## src/rtl/regfile_pkg.sv

```systemverilog
// -----------------------------------------------------------------------------
// regfile_pkg
// Shared defaults and types for the register file / scoreboard slice.
//   DATA_W_DEF / ADDR_W_DEF : default register width and address width
//   word_t / reg_addr_t     : register word and register index types
//   REG_ZERO / REG_V0       : hardwired-zero register and V0 register indices
// -----------------------------------------------------------------------------
package regfile_pkg;

    localparam int DATA_W_DEF = 32;
    localparam int ADDR_W_DEF = 5;

    typedef logic [DATA_W_DEF-1:0] word_t;
    typedef logic [ADDR_W_DEF-1:0] reg_addr_t;

    localparam reg_addr_t REG_ZERO = reg_addr_t'(0);
    localparam reg_addr_t REG_V0   = reg_addr_t'(2);

endpackage

```

## src/rtl/regfile_rd_port.sv

```systemverilog
// -----------------------------------------------------------------------------
// regfile_rd_port
// One combinational read port: register mux, scoreboard lookup, optional
// same-cycle forwarding of the write-back value, and hardwired-zero handling.
// Ports:
//   addr      : register index to read
//   regs_flat : all registers, register i at slice i
//   busy_vec  : scoreboard bits, register i at bit i
//   wr_en/wr_addr/wr_data : current write-back, used for forwarding
//   data/busy : read value and scoreboard bit of addr
// -----------------------------------------------------------------------------
module regfile_rd_port
    import regfile_pkg::*;
#(
    parameter int DATA_W   = DATA_W_DEF,
    parameter int ADDR_W   = ADDR_W_DEF,
    parameter int ZERO_REG = 1,
    parameter int BYPASS   = 1
) (
    input  logic [ADDR_W-1:0]                 addr,
    input  logic [(1<<ADDR_W)*DATA_W-1:0]     regs_flat,
    input  logic [(1<<ADDR_W)-1:0]            busy_vec,
    input  logic                              wr_en,
    input  logic [ADDR_W-1:0]                 wr_addr,
    input  logic [DATA_W-1:0]                 wr_data,
    output logic [DATA_W-1:0]                 data,
    output logic                              busy
);

    logic zero_hit;
    logic byp_hit;

    assign zero_hit = (ZERO_REG != 0) && (addr == ADDR_W'(REG_ZERO));
    // A write to register 0 never forwards because zero_hit overrides below.
    assign byp_hit  = (BYPASS != 0) && wr_en && (addr == wr_addr);

    always_comb begin
        data = regs_flat[int'(addr)*DATA_W +: DATA_W];
        busy = busy_vec[addr];
        if (byp_hit) begin
            // The write-back completes the outstanding load, so not busy.
            data = wr_data;
            busy = 1'b0;
        end
        if (zero_hit) begin
            data = '0;
            busy = 1'b0;
        end
    end

endmodule

```

## src/rtl/regfile_sb.sv

```systemverilog
// -----------------------------------------------------------------------------
// regfile_sb
// CPU register file with NUM_RD combinational read ports, one write-back port,
// per-register busy scoreboard for outstanding loads, and a HI/LO pair.
// Ports:
//   clk, rst_n            : clock, asynchronous active-low reset
//   rd_addr/rd_data/rd_busy : read ports, port k at slice k
//   wr_en/wr_addr/wr_data : write-back (also clears the busy bit)
//   pend_set/pend_addr    : mark a register busy (load issued)
//   pend_dup              : 1-cycle pulse, pend_set hit an already-busy register
//   pend_cnt              : number of busy registers
//   hilo_wr/hi_wd/lo_wd   : HI/LO write, hi/lo : HI/LO registers
//   v0                    : register V0_IDX, same forwarding rule as reads
// -----------------------------------------------------------------------------
module regfile_sb
    import regfile_pkg::*;
#(
    parameter int DATA_W   = DATA_W_DEF,
    parameter int ADDR_W   = ADDR_W_DEF,
    parameter int NUM_RD   = 2,
    parameter int ZERO_REG = 1,
    parameter int BYPASS   = 1,
    parameter int V0_IDX   = int'(REG_V0)
) (
    input  logic                       clk,
    input  logic                       rst_n,
    input  logic [NUM_RD*ADDR_W-1:0]   rd_addr,
    output logic [NUM_RD*DATA_W-1:0]   rd_data,
    output logic [NUM_RD-1:0]          rd_busy,
    input  logic                       wr_en,
    input  logic [ADDR_W-1:0]          wr_addr,
    input  logic [DATA_W-1:0]          wr_data,
    input  logic                       pend_set,
    input  logic [ADDR_W-1:0]          pend_addr,
    output logic                       pend_dup,
    output logic [ADDR_W:0]            pend_cnt,
    input  logic                       hilo_wr,
    input  logic [DATA_W-1:0]          hi_wd,
    input  logic [DATA_W-1:0]          lo_wd,
    output logic [DATA_W-1:0]          hi,
    output logic [DATA_W-1:0]          lo,
    output logic [DATA_W-1:0]          v0
);

    localparam int DEPTH = 1 << ADDR_W;

    logic [DATA_W-1:0]       regs_reg [DEPTH];
    logic [DEPTH*DATA_W-1:0] regs_flat;
    logic [DEPTH-1:0]        busy_reg;
    logic [DEPTH-1:0]        busy_next;
    logic [DATA_W-1:0]       hi_reg;
    logic [DATA_W-1:0]       lo_reg;
    logic                    pend_dup_reg;
    logic                    pend_dup_next;
    logic                    wr_ok;
    logic                    pend_ok;
    logic                    v0_busy_unused;

    // Register 0 is never written when hardwired, so it keeps its reset zero.
    assign wr_ok   = wr_en    && !((ZERO_REG != 0) && (wr_addr   == ADDR_W'(REG_ZERO)));
    assign pend_ok = pend_set && !((ZERO_REG != 0) && (pend_addr == ADDR_W'(REG_ZERO)));

    always_comb begin
        busy_next = busy_reg;
        if (wr_ok) begin
            busy_next[wr_addr] = 1'b0;
        end
        // Applied after the clear: a same-address set wins (new load outstanding).
        if (pend_ok) begin
            busy_next[pend_addr] = 1'b1;
        end
    end

    // A duplicate only counts if the register is still busy after this
    // cycle's write-back would have cleared it.
    assign pend_dup_next = pend_ok && busy_reg[pend_addr]
                           && !(wr_ok && (wr_addr == pend_addr));

    always_ff @(posedge clk or negedge rst_n) begin
        if (!rst_n) begin
            for (int i = 0; i < DEPTH; i++) begin
                regs_reg[i] <= '0;
            end
            busy_reg     <= '0;
            hi_reg       <= '0;
            lo_reg       <= '0;
            pend_dup_reg <= 1'b0;
        end else begin
            if (wr_ok) begin
                regs_reg[wr_addr] <= wr_data;
            end
            busy_reg <= busy_next;
            if (hilo_wr) begin
                hi_reg <= hi_wd;
                lo_reg <= lo_wd;
            end
            pend_dup_reg <= pend_dup_next;
        end
    end

    always_comb begin
        pend_cnt = '0;
        for (int i = 0; i < DEPTH; i++) begin
            pend_cnt = pend_cnt + (ADDR_W+1)'(busy_reg[i]);
        end
    end

    assign hi       = hi_reg;
    assign lo       = lo_reg;
    assign pend_dup = pend_dup_reg;

    genvar gi;
    generate
        for (gi = 0; gi < DEPTH; gi++) begin : g_flat
            assign regs_flat[gi*DATA_W +: DATA_W] = regs_reg[gi];
        end

        for (gi = 0; gi < NUM_RD; gi++) begin : g_rd
            regfile_rd_port #(
                .DATA_W   (DATA_W),
                .ADDR_W   (ADDR_W),
                .ZERO_REG (ZERO_REG),
                .BYPASS   (BYPASS)
            ) u_rd_port (
                .addr      (rd_addr[gi*ADDR_W +: ADDR_W]),
                .regs_flat (regs_flat),
                .busy_vec  (busy_reg),
                .wr_en     (wr_en),
                .wr_addr   (wr_addr),
                .wr_data   (wr_data),
                .data      (rd_data[gi*DATA_W +: DATA_W]),
                .busy      (rd_busy[gi])
            );
        end
    endgenerate

    regfile_rd_port #(
        .DATA_W   (DATA_W),
        .ADDR_W   (ADDR_W),
        .ZERO_REG (ZERO_REG),
        .BYPASS   (BYPASS)
    ) u_v0_port (
        .addr      (ADDR_W'(V0_IDX)),
        .regs_flat (regs_flat),
        .busy_vec  (busy_reg),
        .wr_en     (wr_en),
        .wr_addr   (wr_addr),
        .wr_data   (wr_data),
        .data      (v0),
        .busy      (v0_busy_unused)
    );

endmodule

```

## config.mk

```make
export PLATFORM = sky130hd
export DESIGN_NAME = regfile_sb
export DESIGN_NICKNAME = d
export VERILOG_FILES = /design/src/rtl/regfile_pkg.sv /design/src/rtl/regfile_rd_port.sv /design/src/rtl/regfile_sb.sv
export SDC_FILE = /design/constraint.sdc
export NUM_CORES = 2
export LEC_CHECK = 0
export CAP_MARGIN = 30
export CORE_MARGIN = 4
export CORE_UTILIZATION = 44
export DETAILED_ROUTE_END_ITERATION = 7
export GPL_TIMING_DRIVEN = 0
export SETUP_SLACK_MARGIN = 0.1
export SYNTH_ARGS = -nofsm -noshare
export SYNTH_HDL_FRONTEND = slang
export SYNTH_HIERARCHICAL = 1
export SYNTH_SLANG_ARGS = --single-unit
```

## constraint.sdc

```tcl
create_clock -name clk -period 15.6 [get_ports clk]
set_input_delay 3.12 -clock clk [delete_from_list [all_inputs] [get_ports clk]]
set_output_delay 3.12 -clock clk [all_outputs]
set_load 0.01 [all_outputs]
```

# Word-level counts from Yosys, hierarchy flattened
# Index checks and enable logic that the tools add are counted.
word_totals:
  output_inout_bits: 169
  inputBits: 121
  register_bits: 1121
op_classes:
  mux: 24
  magnitude_cmp: 8
  add_sub_neg: 31
  n_shift: 2
  eq_ne: 4
  n_reduce_logical: 18
  bitwise: 4
ops:
  columns: ["operator", "n"]
  rows:
  - ["$shiftx 1024x11->32", 2]
  - ["$bwmux 1024", 1]
  - ["$mux 32", 8]
  - ["$demux 32 s5", 1]
  - ["$add 6x1->6", 26]
  - ["$and 32x32->32", 1]
  - ["$not 32->32", 1]
  - ["$or 32x32->32", 1]
  - ["$lt 5x6->1 const B", 4]
  - ["$logic_not 5->1", 4]
  - ["$bmux 1 s5", 3]
  - ["$eq 5x5->1", 3]
  - ["$logic_and 1x1->1", 11]
  - ["$demux 1 s5", 2]
  - ["$ge 5x1->1 const B", 2]
  - ["$mux 1", 9]
  - ["$add 5x1->6", 1]
  - ["$ge 6x6->1 const B", 1]
  - ["$lt 6x1->1 const B", 1]
  - ["$not 5->6", 1]
  - ["$add 4x1->5", 1]
  - ["$eq 2x5->1 const A", 1]
  - ["$add 3x1->4", 1]
  - ["$add 2x1->3", 1]
  - ["other kinds (2)", 4]

# Logic depth before layout (Yosys ltp)
logic_depth:
  word_depth: 31
  depth_mapped: 15
  depth_no_buf: 15

# Hierarchy
# The synthesis kept the hierarchy.
by_module_without_submodules:
  columns: ["module", "n_inst", "cells_each", "area_each_um2"]
  rows:
  - ["regfile_sb", 1, 2679, 42899.9]
  - ["regfile_rd_port", 3, 800, 8994.9]

# Worst setup path after synthesis
# OpenSTA, ideal clock, no wires.
synth_timing:
  path_kind: "input to output"
  start: "input rd_addr[1]"
  end: "output rd_data[10]"
  path_slack_ns: 7.704
  stages: 7
  arrival_ns: 4.776
  cell_sequence: "buf_2 -> buf_2 -> buf_1 -> mux4_2 -> a22oi_1 -> a21oi_1 -> a221o_1"
synth_via:
  elab_chain_cells: 4
  word_cells_on_any_way: 6
  cone_classes: "1 x eq/ne; 1 x shift; 2 x mux; 2 x reduce/logical"
synth_rtl:
  columns: ["element", "line_no", "rtl"]
  rows:
  - ["start, declared", "regfile_sb.sv:27", "input logic [NUM_RD*ADDR_W-1:0] rd_addr,"]
  - ["branches (longest 3 deep; another with $shiftx 1024x11->32)", null, null]
  - ["$mux 32 *", "regfile_rd_port.sv:45", "if (zero_hit) begin"]
  - ["end, declared", "regfile_sb.sv:28", "output logic [NUM_RD*DATA_W-1:0] rd_data,"]
# Every way passes the cells marked *.

# Worst setup path after layout
layout_timing:
  start: "input rd_addr[8]"
  end: "output rd_data[44]"
# The elaborated chain is that of the path after synthesis.

==> impl_metrics.ini <==
[layout]
layout.nets = 5696
syn_to_final_growth_pct = 15.9
largest_reg_flops = 1024
finalInstanceArea_um2 = 80700
fillerInstances = 13600
final_layout_size_suffix_gt1_frac = 0.414

[outcome]
status = finished with violations
violations = design-rule violations

[critical_path]
worst-path-buf-inv = 5
path_class = in -> out
path_cells = clkdlybuf4s50_1 > inv_1 > clkbuf_1 > clkbuf_1 > o221ai_1 > o21ai_1 > a221o_1 > clkdlybuf4s50_1
arrival_ns = 7.74
end_kind = primary output
max_stage_delay_ns = 0.89
cp_top_family = buffers and inverters
cp_max_fo = 10
start_kind = input port
critPathSlowestCell = o21ai_1
cp.required_ns = 12.48

[global_route]
grt_pass1_wl_mm = 471
grt_usage = 0.422
grt_max_degree = 170
antenna_found_initial = 35
grt_pass1_vias = 55700
grt_overflow = 0

[sta]
slew_violations = 0
finalHoldViolCount = 0
worstMarginPinSlew_ns = 1.31
maxSlewHeadroom = 0.125
finalSetupViolCount = 0
post-route-period-util = 0.696
rsz0062_at_grt = false
fmax_mhz = 92.0
fin_hold_ws_ns = 0.494
fin_tns_setup_ns = 0
fin_crit_ns = 10.86
fin_ws_ns = 4.74
skew_ns = 0.0136

[drt]
drc_errors = 1
viasPerCell = 7.51
vias = 58100
wirelength_mm = 353
firstDrtPassIters = 8
postRouteAntennaNets = 0
wire_per_inst_um = 45.6
drt_iter0_markers = 9274

[place]
gp_congestion = 1.04
dp_hpwl_mm = 251
portBuffers = 276
placed_area_um2 = 75800
post-place-ws_ns = 5.14

[floorplanning]
die_w_um = 406
ioPinCount = 290
die_area_um2 = 165000
rows = 145
die_h_um = 406
start_util = 0.444
coreArea_um2 = 157000

[cts]
postCtsSetupRepairBufs = 0
clk_latency_ns = 0.81
cts_tree = built
clk_pin_slew_ns = 0.05
holdBufCountCts = 0
htreeDepth = 4
cts_sinks = 1121
cts_buffers = 139
post_cts_resized = 0
cts-root-buf = clkbuf_16
clockBufferDepth = 3

[pwr]
switchingPower_mw = 3.95
swShare = 0.342
pwr-share-comb = 0.359
power.internal_mw = 7.61
p_seq_frac = 0.345
ir_worst_vdd_mv = 0.580
p_leak_nw = 34.0
clockPowerShare = 0.296
power_density_nw_per_um2 = 143

[logic_synthesis]
synthCells = 5066
syn_avg_cell_area_um2 = 13.7
yosys_warnings = 6
synth_area_um2 = 69600

[flow_run]
max_cap_viol_count = 0

[worst_hold_path]
hold_class = reg -> reg
routing by layer:
| layer | track usage | part of all wire |
|---|---|---|
| met1 | 0.519 | 0.35 |
| met5 | 0.0202 | 0.0019 |
| met2 | 0.569 | 0.40 |
| met4 | 0.261 | 0.078 |
| met3 | 0.235 | 0.17 |
area by class of cell:
| class | instances | area [µm²] | share of cell area |
|---|---|---|---|
| plain buffers | 575 | 2990 | 0.0371 |
| repair buffers | 330 | 3650 | 0.0452 |
| multi-input cells | 3318 | 38400 | 0.476 |
| inverters | 59 | 221 | 0.00274 |
| well taps | 2058 | 2570 | 0.0319 |
| diodes | 38 | 95.1 | 0.00118 |
| clock buffers | 203 | 4090 | 0.0507 |
| flip-flops and latches | 1121 | 28100 | 0.348 |
| clock inverters | 40 | 629 | 0.00780 |
layout by cell type, fill, tap and decap left out, types with 106 or more instances in the layout:
| master | n |
|---|---|
| clkbuf_1 | 255 |
| a22oi_1 | 106 |
| nand2_1 | 115 |
| clkbuf_16 | 142 |
| mux2_2 | 1134 |
| dfrtp_1 | 1121 |
| mux4_2 | 578 |
| clkdlybuf4s50_1 | 275 |
| buf_2 | 226 |
| a221oi_1 | 111 |
| mux2i_1 | 373 |
power by group through the flow:
stage	combinational [mW]	sequential (mW)	clock, mW
2_1_floorplan	2.51	3.84	0
3_3_place_gp	3.87	3.98	0
3_5_place_dp	3.94	4.00	0
4_1_cts	3.96	3.96	3.44
5_1_grt	4.37	4.06	3.55
6_report	4.15	3.99	3.42
worst reg2reg max path: cells and delay by family (launching register included):
family	cells	cell delay [ns]
AOI/OAI and AO/OA	3	0.51
DFF	1	0.41
muxes	1	0.26
stage by stage:
step           std cells   util  power [mW]
4_1_cts             7700  0.514        11.4
3_5_place_dp        7457  0.484        7.94
2_1_floorplan       5073      -        6.35
3_3_place_gp        7407  0.479        7.85
6_report            7742  0.515        11.6
5_1_grt             7707  0.514        12.0
path summary, 6_finish.rpt:
check | from | endpoint | slack, ns | cells after the start
setup / recovery | rd_addr[8] | rd_data[44] | 4.74 | 8
hold / removal | regs_flat[23]$_DFFE_PN0P_ | regs_flat[23]$_DFFE_PN0P_ | 0.49 | 1
setup reg to reg | busy_reg[27]$_DFF_PN0_ | pend_dup$_DFF_PN0_ | 14.28 | 4
hold reg to reg | regs_flat[23]$_DFFE_PN0P_ | regs_flat[23]$_DFFE_PN0P_ | 0.49 | 1
max in group asynchronous | rst_n | regs_flat[970]$_DFFE_PN0P_ | 10.66 | 4
min in group asynchronous | rst_n | regs_flat[631]$_DFFE_PN0P_ | 2.26 | 1
No activity file was read; power rests on OpenSTA's default activity.
